`src/rtl/fetch_unit.sv`:
```
// fetch_unit: instruction fetch stage plus the IF/ID pipeline register.
// Holds the PC, reads 16-bit words from a word-addressed instruction memory
// and assembles two-word instructions (opcode + immediate) into one entry.
// Stall, flush and redirect requests arrive from later pipeline stages.
module fetch_unit #(
  parameter int                    ADDR_WIDTH = 16,
  parameter logic [ADDR_WIDTH-1:0] RESET_PC   = '0
) (
  input  logic                  clk,
  input  logic                  rst_n,
  output logic [ADDR_WIDTH-1:0] imem_addr,
  input  logic [15:0]           imem_data,
  input  logic                  stall,
  input  logic                  flush,
  input  logic                  redirect,
  input  logic [ADDR_WIDTH-1:0] redirect_pc,
  output logic [15:0]           instr_out,
  output logic [15:0]           imm_out,
  output logic [ADDR_WIDTH-1:0] pc_out,
  output logic [ADDR_WIDTH-1:0] next_pc_out,
  output logic                  valid_out
);

  // NOP encoding (opcode 11111) used for every bubble written into IF/ID.
  localparam logic [15:0] NOP_WORD = 16'hF800;

  // FIRST: the word at PC is an opcode. SECOND: the word at PC is the
  // immediate belonging to the opcode captured in hold_instr_q.
  typedef enum logic {
    FIRST  = 1'b0,
    SECOND = 1'b1
  } state_t;

  // Opcodes that carry a trailing immediate word.
  function automatic logic is_two_word(input logic [4:0] opcode);
    case (opcode)
      5'b00111,             // LDM
      5'b01110,             // LDD
      5'b01111,             // STD
      5'b10100,             // SHL
      5'b10101: return 1'b1; // SHR
      default:  return 1'b0;
    endcase
  endfunction

  state_t                state_q, state_d;
  logic [ADDR_WIDTH-1:0] pc_q, pc_d;
  logic [15:0]           hold_instr_q, hold_instr_d;
  logic [ADDR_WIDTH-1:0] hold_pc_q, hold_pc_d;
  logic [15:0]           instr_q, instr_d;
  logic [15:0]           imm_q, imm_d;
  logic [ADDR_WIDTH-1:0] pc_out_q, pc_out_d;
  logic [ADDR_WIDTH-1:0] next_pc_out_q, next_pc_out_d;
  logic                  valid_q, valid_d;

  // Wraps modulo 2^ADDR_WIDTH by construction of the width.
  logic [ADDR_WIDTH-1:0] pc_plus1;
  logic                  opcode_two_word;

  assign pc_plus1        = pc_q + ADDR_WIDTH'(1);
  assign opcode_two_word = is_two_word(imem_data[15:11]);

  // Memory is addressed straight from the PC register (no extra stage).
  assign imem_addr   = pc_q;
  assign instr_out   = instr_q;
  assign imm_out     = imm_q;
  assign pc_out      = pc_out_q;
  assign next_pc_out = next_pc_out_q;
  assign valid_out   = valid_q;

  // Next-state logic: redirect > flush > stall > normal fetch.
  always_comb begin
    state_d       = state_q;
    pc_d          = pc_q;
    hold_instr_d  = hold_instr_q;
    hold_pc_d     = hold_pc_q;
    instr_d       = instr_q;
    imm_d         = imm_q;
    pc_out_d      = pc_out_q;
    next_pc_out_d = next_pc_out_q;
    valid_d       = valid_q;

    if (redirect) begin
      // Control-flow change wins over everything; any half-assembled pair
      // is abandoned and fetch restarts at the target in FIRST.
      pc_d         = redirect_pc;
      state_d      = FIRST;
      hold_instr_d = '0;
      hold_pc_d    = '0;
      instr_d      = NOP_WORD;
      imm_d        = '0;
      valid_d      = 1'b0;
    end else if (stall) begin
      // Stalled: PC, FSM and hold registers freeze. A simultaneous flush
      // still squashes the IF/ID contents.
      if (flush) begin
        instr_d = NOP_WORD;
        imm_d   = '0;
        valid_d = 1'b0;
      end
    end else begin
      // Fetch advances normally; flush only replaces what would have been
      // written into IF/ID with a bubble.
      pc_d = pc_plus1;
      if (state_q == FIRST) begin
        if (opcode_two_word) begin
          hold_instr_d = imem_data;
          hold_pc_d    = pc_q;
          state_d      = SECOND;
          instr_d      = NOP_WORD;
          imm_d        = '0;
          valid_d      = 1'b0;
        end else if (flush) begin
          instr_d = NOP_WORD;
          imm_d   = '0;
          valid_d = 1'b0;
        end else begin
          instr_d       = imem_data;
          imm_d         = '0;
          pc_out_d      = pc_q;
          next_pc_out_d = pc_plus1;
          valid_d       = 1'b1;
        end
      end else begin
        // Word at PC is the immediate; it is never decoded as an opcode.
        state_d = FIRST;
        if (flush) begin
          instr_d = NOP_WORD;
          imm_d   = '0;
          valid_d = 1'b0;
        end else begin
          instr_d       = hold_instr_q;
          imm_d         = imem_data;
          pc_out_d      = hold_pc_q;
          next_pc_out_d = pc_plus1;
          valid_d       = 1'b1;
        end
      end
    end
  end

  // State, PC, hold and IF/ID registers with asynchronous active-low reset.
  always_ff @(posedge clk or negedge rst_n) begin
    if (!rst_n) begin
      state_q       <= FIRST;
      pc_q          <= RESET_PC;
      hold_instr_q  <= '0;
      hold_pc_q     <= '0;
      instr_q       <= NOP_WORD;
      imm_q         <= '0;
      pc_out_q      <= '0;
      next_pc_out_q <= '0;
      valid_q       <= 1'b0;
    end else begin
      state_q       <= state_d;
      pc_q          <= pc_d;
      hold_instr_q  <= hold_instr_d;
      hold_pc_q     <= hold_pc_d;
      instr_q       <= instr_d;
      imm_q         <= imm_d;
      pc_out_q      <= pc_out_d;
      next_pc_out_q <= next_pc_out_d;
      valid_q       <= valid_d;
    end
  end

endmodule

```
`config.mk`:
```
export PLATFORM = sky130hd
export DESIGN_NAME = fetch_unit
export DESIGN_NICKNAME = d
export VERILOG_FILES = /design/src/rtl/fetch_unit.sv
export SDC_FILE = /design/constraint.sdc
export NUM_CORES = 1
export LEC_CHECK = 0
export BUFFER_PORTS_ARGS = -buffer_cell sky130_fd_sc_hd__clkbuf_2
export CAP_MARGIN = 20
export CORE_UTILIZATION = 25
export CTS_CLUSTER_SIZE = 8
export DETAILED_ROUTE_END_ITERATION = 10
export MAX_ROUTING_LAYER = met4
export SLEW_MARGIN = 20
export SYNTH_ARGS = -nofsm -noshare
export SYNTH_HDL_FRONTEND = slang
export SYNTH_SLANG_ARGS = --single-unit
```
`constraint.sdc`:
```
create_clock -name clk -period 2.4 [get_ports clk]
set_clock_uncertainty 0.05 [all_clocks]
set_input_delay 0.72 -clock clk [delete_from_list [all_inputs] [get_ports clk]]
set_output_delay 0.72 -clock clk [all_outputs]
set_load 0.02 [all_outputs]
```
=== Word-level counts from Yosys, hierarchy flattened ===
Cells that the tools add are included.
W data, S select, Z words.

* Bits in registers: 114
* Output and inout bits: 81
* Logic and storage cells: 68

* $add $sub $neg: 1
* Equality and inequality tests: 11
* Muxes and demuxes: 40
* Bitwise logic cells: 2
* Reduce and logical (&&, ||, !) cells: 5

{| class="wikitable"
|+ Operators with widths
! kind !! number
|-
| $mux W16 || 29
|-
| $add A16 B1 Y16 const B || 1
|-
| $mux W1 || 11
|-
| $eq A5 B4 Y1 const B || 2
|-
| $eq A5 B5 Y1 const B || 2
|-
| $ne A2 B2 Y1 const B || 3
|-
| $reduce_and A3 Y1 || 2
|-
| $eq A5 B3 Y1 const B || 1
|-
| $reduce_and A5 Y1 || 1
|-
| $reduce_or A5 Y1 || 1
|-
| $ne A2 B1 Y1 const B || 2
|-
| $ne A3 B1 Y1 const B || 1
|-
| $not A1 Y1 || 2
|-
| $reduce_bool A2 Y1 || 1
|}

=== Logic depth before layout (Yosys ltp) ===
Gate-level depths: netlist of run 1.

* Depth in word-level cells: 7
* Mapped depth: 6
* Gate-level depth less buffers: 5

=== Least setup slack after synthesis of run 1 ===
No wires, ideal clock.

* Kind: input to register
* Start point: input port imem_data[14]
* End point: register pc_out_q[11] (netlist: pc_out[11])
* Setup time: 0.125 ns
* Data arrival time: 2.088 ns
* Slack: 0.137 ns
* Stages: 5
* Buffers on the path: 1
* Cell sequence: nor2_1 > o2bb2ai_1 > a2111oi_4 > buf_2 > mux2_2

* Word-level cells in the longest chain between the ends: 5
* Elaborated cells on any way between the ends: 10
* Classes of those cells: eq/ne (7); mux (1); reduce/logical (2)

{| class="wikitable"
|+ RTL lines
! element !! line !! RTL
|-
| start, declared || 12 || <nowiki>input logic [15:0] imem_data,</nowiki>
|-
| $eq A5 B3 Y1, or another cell as far along || 36 || <nowiki>case (opcode)</nowiki>
|-
| $reduce_or A5 Y1 * || 36 ||
|-
| $mux W1 * || 36 ||
|-
| $ne A2 B2 Y1 (no source line) or $ne A2 B1 Y1 (tied branches) || - ||
|-
| $reduce_and A5 Y1 (no source line) * || - ||
|-
| end signal, assigned || 161 || <nowiki>pc_out_q <= pc_out_d;</nowiki>
|-
| end, declared || 52 || <nowiki>logic [ADDR_WIDTH-1:0] pc_out_q, pc_out_d;</nowiki>
|}

Mark *: on every way between the ends. The rest lies on a longest branch, timed or not.
A chain may end at the register's enable or synchronous reset.

=== Final worst setup path of run 1 ===
* Start point: register pc_q[0] (netlist: imem_addr[0])
* End point: register next_pc_out_q[12] (netlist: next_pc_out[12])

* Word-level cells in the longest chain between the ends: 4

{| class="wikitable"
|+ RTL lines
! element !! line !! RTL
|-
| start, declared || 47 || <nowiki>logic [ADDR_WIDTH-1:0] pc_q, pc_d;</nowiki>
|-
| start signal, assigned || 156 || <nowiki>pc_q <= pc_d;</nowiki>
|-
| $add A16 B1 Y16 * || 60 || <nowiki>assign pc_plus1 = pc_q + ADDR_WIDTH'(1);</nowiki>
|-
| $mux W16 * || 113, 127 ||
|-
| $mux W16 || 106 || <nowiki>if (opcode_two_word) begin</nowiki>
|-
| $mux W16 * || 105 || <nowiki>if (state_q == FIRST) begin</nowiki>
|-
| end signal, assigned || 162 || <nowiki>next_pc_out_q <= next_pc_out_d;</nowiki>
|-
| end, declared || 53 || <nowiki>logic [ADDR_WIDTH-1:0] next_pc_out_q, next_pc_out_d;</nowiki>
|}

Mark *: on every way between the ends. The rest lies on a longest branch, timed or not. The select of a mux whose other input is x is not followed.

==> results of run 1 <==
==> registers in the layout (all words and copies together) (netlist names), 16 cells and up <==
signal and cells:
hold_pc_q 16, hold_instr_q 16, imm_out 16, pc_out 16, next_pc_out 16, instr_out 16, imem_addr 16
==> kinds of logic after synthesis <==
family | Yosys count | synth area share, %
DFF | 114 | 55.65
AOI/OAI and AO/OA | 90 | 13.27
and+or+nand+nor | 86 | 8.597
muxes | 62 | 13.18
buffers and inverters | 42 | 4.457
xor gates and xnor gates | 27 | 4.603
adders and majority gates | 1 | 0.2435
==> power breakdown <==
part / leakage (nW) / switching [mW] / internal, mW
combinational: 1.36 / 0.592 / 0.398
clock: 0.271 / 0.874 / 1.57
sequential: 1.48 / 0.138 / 2.12
total: 3.11 / 1.60 / 4.09
==> cells in the final DEF (no fill, tap or decap), types with 16 or more instances in the layout <==
cell type and count:
nor2_1 16, dfrtp_1 108, o21ai_0 28, clkbuf_2 116, mux2i_1 17, nand2_1 34, buf_4 25, xnor2_1 16
mux2_2 43, a22o_1 46, clkbuf_16 17
==> per-stage QoR <==
stage          hold slack, ns  worst slack, ns
2_1_floorplan          0.3744           0.1370
3_3_place_gp           0.4100          0.01581
3_5_place_dp           0.4234         -0.02299
4_1_cts                0.1369           0.3755
5_1_grt                0.1467           0.2840
6_report               0.1441           0.3936
==> worst paths after layout <==
check | slack, ns | start | end | depth (start not counted)
max reg2reg | 0.39 | imem_addr[0] | next_pc_out[12] | 5
min | 0.14 | rst_n | imm_out[7] | 1
min in group clk | 0.43 | instr_out[5] | instr_out[5] | 2
max | 0.39 | imem_addr[0] | next_pc_out[12] | 5
min reg2reg | 0.43 | instr_out[5] | instr_out[5] | 2
max in group asynchronous | 1.55 | rst_n | instr_out[13] | 2
==> cell type report <==
cell class / count / area (µm²)
clock buffers: 21 / 460.4
flip-flops and latches: 114 / 2860
fillers: 2070 / 13410
multi-input cells: 266 / 2064
repair buffers: 148 / 908.4
clock inverters: 10 / 110.1
well taps: 270 / 337.8
inverters: 6 / 22.52
==> cells in the mapped netlist <==
library cell | instances | area share, %
a2111oi_4 | 1 | 0.54
or4_1 | 1 | 0.15
nand3_4 | 1 | 0.34
inv_1 | 6 | 0.44
a22o_1 | 46 | 7.8
nand4_1 | 3 | 0.37
nor4_1 | 8 | 0.97
a2111o_1 | 1 | 0.22
nand3b_1 | 1 | 0.15
or3_1 | 1 | 0.12
clkbuf_1 | 15 | 1.1
ha_1 | 1 | 0.24
dfstp_2 | 5 | 2.6
nand2b_1 | 1 | 0.12
o311a_2 | 1 | 0.22
nor2b_1 | 1 | 0.12
a21oi_1 | 5 | 0.49
mux2_1 | 2 | 0.44
nor3_1 | 9 | 0.88
nor3_2 | 1 | 0.19
nand4b_1 | 1 | 0.17
xor2_1 | 11 | 1.9
a211oi_1 | 1 | 0.15
clkbuf_2 | 3 | 0.29
nor2_1 | 16 | 1.2
buf_6 | 6 | 1.3
o2bb2ai_1 | 1 | 0.17
nand4_4 | 1 | 0.41
nand2_1 | 34 | 2.5
a221o_1 | 1 | 0.19
and4_1 | 1 | 0.17
mux2i_1 | 17 | 3.3
mux2_2 | 43 | 9.4
a22o_2 | 1 | 0.19
o31ai_1 | 1 | 0.15
a21o_1 | 1 | 0.15
dfrtp_1 | 109 | 53
buf_2 | 6 | 0.58
nor4b_2 | 1 | 0.29
buf_4 | 4 | 0.58
buf_1 | 2 | 0.15
a31oi_1 | 2 | 0.24
xnor2_1 | 16 | 2.7
nand3_1 | 5 | 0.49
o21ai_0 | 28 | 2.7
==> layer usage <==
metal	vias to the layer above	GRT usage [%]	wire length, µm
met5	-	-	0
met4	0	3.632	102
met3	12	3.511	755
met2	118	20.82	6060
met1	1862	18.80	6573
li1	1796	-	-
==> worst max-delay path: stages (launching register included) <==
cell     delay [ns]
dfrtp_1        0.35
ha_1           0.26
nand4_1        0.36
nor4_1         0.49
xor2_1         0.10
mux2_2         0.27
==> run_results.csv, run 1 <==
group,metric,value,unit
status,status,"finished clean",
yosys,synth_nets,460,
clock_tree,cts_tree,"yes",
placed_design,placed_cells,804,
clock_tree,ctsRootBufferMaster,"clkbuf_16",
sta,finalSetupTns,0,ns
sta,final_hold_viol_count,0,
global_route,gr-usage-all-layers,13.94,%
cells_and_area,diodes,0,
detailed_routing,wl,13490,µm
yosys,synth_seq_cells,114,
cells_and_area,final_util,33.54,%
clock_tree,post_cts_resize_count,0,
clock_tree,clk_pin_slew,0.06,ns
placed_design,placed_area,6193,µm²
power_and_ir_drop,vdd_drop_max,0.0006296,V
detailed_routing,drcViolationCount,0,
sta,maxSlewHeadroom,68.10,%
floorplanning,die_w,145.4,µm
sta,period_minus_slack,2.006,ns
global_route,overflow,0,
yosys,synthCells,422,
cells_and_area,finalNonFillerCells,835,
sta,fmax,498.4,MHz
yosys,ys_warn_count,0,
clock_tree,cts_setup_buffers,0,
floorplanning,die_y,145.4,µm
placed_design,gp_congestion,0.7463,
detailed_routing,vias,3788,
worst_setup_path,cp_max_fo,8,
run,cap_viol_max_count,0,
clock_tree,cts_hold_buf,0,
floorplanning,initial_core_util,25.47,%
yosys,seq_area_frac_synth,55.65,%
global_route,grt_max_degree,49,
yosys,synthesis.area,5137,µm²
floorplanning,core_area,20170,µm²
detailed_routing,post_drt_wl_per_cell,16.16,µm
detailed_routing,drtAntennaViolNets,0,
sta,setup_viol,0,
sta,rsz0062_at_grt,"no",
power_and_ir_drop,power.total,5.689,mW
detailed_routing,drt_iter0_drc,192,
sta,period_share,83.60,%
worst_setup_path,crit_path_end_kind,"register",
global_route,grt_pass1_vias,3891,
cells_and_area,area_growth,31.66,%
floorplanning,pin_count,118,
clock_tree,insertion_delay,0.41,ns
placed_design,post-dp-hpwl,9542,µm
power_and_ir_drop,p_leak,3.111,nW
clock_tree,cts.path.max_buffers,2,
detailed_routing,avgViaCountPerCell,4.537,
global_route,antenna_found_initial,0,
placed_design,portBuffers,117,
min_path,hold_path_class,"in2async",
clock_tree,htreeDepth,4,
worst_setup_path,cp.arrival,2.25,ns
yosys,yosysUniqueCellTypes,45,
floorplanning,num_rows,52,
clock_tree,cts_buffers,17,
worst_setup_path,critical_path_required,2.64,ns
floorplanning,die_area,21130,µm²
power_and_ir_drop,power.density,841.1,nW/µm²
detailed_routing,firstDrtPassIters,4,
yosys,syn_avg_cell_area,12.17,µm²
global_route,grt_pass1_wl,22050,µm
worst_setup_path,start_kind,"register",
clock_tree,numClockSinks,114,
sta,worst_pin_slew,0.4785,ns
cells_and_area,fin_nets,591,
sta,slew_violations,0,
worst_setup_path,worstSetupPathType,"reg2reg",
cells_and_area,drive_gt1_share,41.42,%
cells_and_area,final_area,6764,µm²
No activity file was read; power rests on OpenSTA's default activity.
==> inputs of run 2 (changes only) <==
==> constraint.sdc (replaced) <==
create_clock -name clk -period 1.75 [get_ports clk]
set_clock_uncertainty 0.05 [all_clocks]
set_input_delay 0.525 -clock clk [delete_from_list [all_inputs] [get_ports clk]]
set_output_delay 0.525 -clock clk [all_outputs]
set_load 0.02 [all_outputs]
==> run_results.csv, run 2 (synthesis results as in run 1) <==
group,metric,value,unit
status,status,"finished clean",
detailed_routing,drtAntennaViolNets,0,
cells_and_area,finalNonFillerCells,861,
clock_tree,cts_tree,"yes",
placed_design,placed_area,6430,µm²
sta,setup_viol,0,
global_route,grt_max_degree,43,
detailed_routing,firstDrtPassIters,6,
floorplanning,num_rows,52,
floorplanning,core_area,20170,µm²
run,cap_viol_max_count,0,
floorplanning,die_w,145.4,µm
clock_tree,htreeDepth,4,
cells_and_area,seq_area,2872,µm²
sta,hold_ws,0.2673,ns
clock_tree,cts_buffers,17,
global_route,grt_pass1_wl,22650,µm
power_and_ir_drop,power.density,1138,nW/µm²
global_route,overflow,0,
power_and_ir_drop,vdd_drop_max,0.0006552,V
cells_and_area,multi_input_area,2181,µm²
cells_and_area,final_common_cell,"clkbuf_2",
placed_design,gp_congestion,0.7700,
global_route,gr-usage-all-layers,14.42,%
detailed_routing,drcViolationCount,0,
worst_setup_path,cp.arrival,1.15,ns
placed_design,post-dp-hpwl,9712,µm
worst_setup_path,crit_path_end_kind,"output pin",
cells_and_area,drive_gt1_share,47.55,%
worst_setup_path,r2r_slack,0.04,ns
floorplanning,initial_core_util,25.47,%
placed_design,placed_cells,825,
sta,period_minus_slack,1.722,ns
clock_tree,ctsRootBufferMaster,"clkbuf_16",
cells_and_area,area_growth,39.84,%
sta,final_hold_viol_count,0,
sta,rsz0062_at_grt,"yes",
floorplanning,die_y,145.4,µm
clock_tree,cts.path.max_buffers,2,
placed_design,portBuffers,117,
global_route,antenna_found_initial,0,
sta,slew_violations,0,
min_path,hold_path_class,"in2reg",
clock_tree,insertion_delay,0.42,ns
worst_setup_path,critical_path_required,1.17,ns
worst_setup_path,start_kind,"register",
sta,finalSetupTns,0,ns
cells_and_area,nFillCells,2037,
sta,maxSlewHeadroom,72.97,%
global_route,grt_pass1_vias,3952,
detailed_routing,vias,3883,
cells_and_area,diodes,0,
power_and_ir_drop,power.total,8.177,mW
sta,period_share,98.41,%
floorplanning,pin_count,118,
detailed_routing,post_drt_wl_per_cell,16.28,µm
sta,fmax,580.7,MHz
power_and_ir_drop,p_leak,3.316,nW
worst_setup_path,cp_max_fo,5,
floorplanning,die_area,21130,µm²
detailed_routing,avgViaCountPerCell,4.510,
clock_tree,numClockSinks,114,
detailed_routing,drt_iter0_drc,150,
cells_and_area,final_area,7184,µm²
cells_and_area,mostFrequentLayoutCells,"clkbuf_2 (108), dfrtp_1 (99), a22o_1 (46)",
cells_and_area,fin_nets,616,
detailed_routing,wl,14020,µm
clock_tree,clk_pin_slew,0.05,ns
sta,worst_pin_slew,0.4054,ns
worst_setup_path,worstSetupPathType,"reg2out",
run 2: cell count changes in the layout (fill, tap and decap cells not counted), moves of 6 or more:
cell      before  now
buf_6          0    6
dfrtp_2        1   10
clkbuf_2     116  108
dfrtp_1      108   99
buf_4         25   43
run 2: worst max-delay path: stages (launching register included):
cell	delay, ns
dfrtp_2	0.43
buf_6	0.14
clkbuf_4	0.16
run 2: metrics by stage:
stage / setup slack (ns) / utilization, %
4_1_cts: 0.006327 / 35.40
5_1_grt: -0.02767 / 35.62
3_5_place_dp: -0.3491 / 31.88
6_report: 0.02780 / 35.62
3_3_place_gp: -0.3123 / 31.88
2_1_floorplan: -0.1862 / -
run 2: path summary, 6_finish.rpt:
path,startpoint,end,cells after the start
max,imem_addr[5],imem_addr[5],2
min,redirect_pc[8],imem_addr[8],3
max reg2reg,imem_addr[4],next_pc_out[5],7
min reg2reg,valid_out,valid_out,2
max in group asynchronous,rst_n,instr_out[13],3
min in group asynchronous,rst_n,imm_out[9],2
run 2: routing by layer:
layer / track usage [%] / vias up / routed length, µm
li1: - / 1842 / -
met3: 3.511 / 17 / 618
met5: - / - / 0
met4: 5.000 / 0 / 198
met2: 21.35 / 107 / 6379
met1: 19.21 / 1917 / 6822
run 2: layout make-up:
type / count / share of cell area, %
well taps: 270 / 4.702
inverters: 6 / 0.3135
repair buffers: 173 / 16.11
multi-input cells: 266 / 30.36
flip-flops and latches: 114 / 39.97
clock inverters: 10 / 1.811
clock buffers: 22 / 6.740
run 2: power by group:
| group | internal (mW) | switching, mW | leakage (nW) |
|---|---|---|---|
| clock network | 2.37 | 1.22 | 0.302 |
| registers | 2.92 | 0.170 | 1.47 |
| logic | 0.640 | 0.856 | 1.54 |
| total | 5.93 | 2.25 | 3.32 |
run 2: repair_timing:
action | CTS | global route
resized for setup | 17 | 10
hold buffers | 1 | 0
buffers inserted | 4 | 0
hold endpoints to repair | 16 | 0
cloned | 0 | 0
endpoints found under the setup margin | 9 | 7
pin swaps | 0 | 0
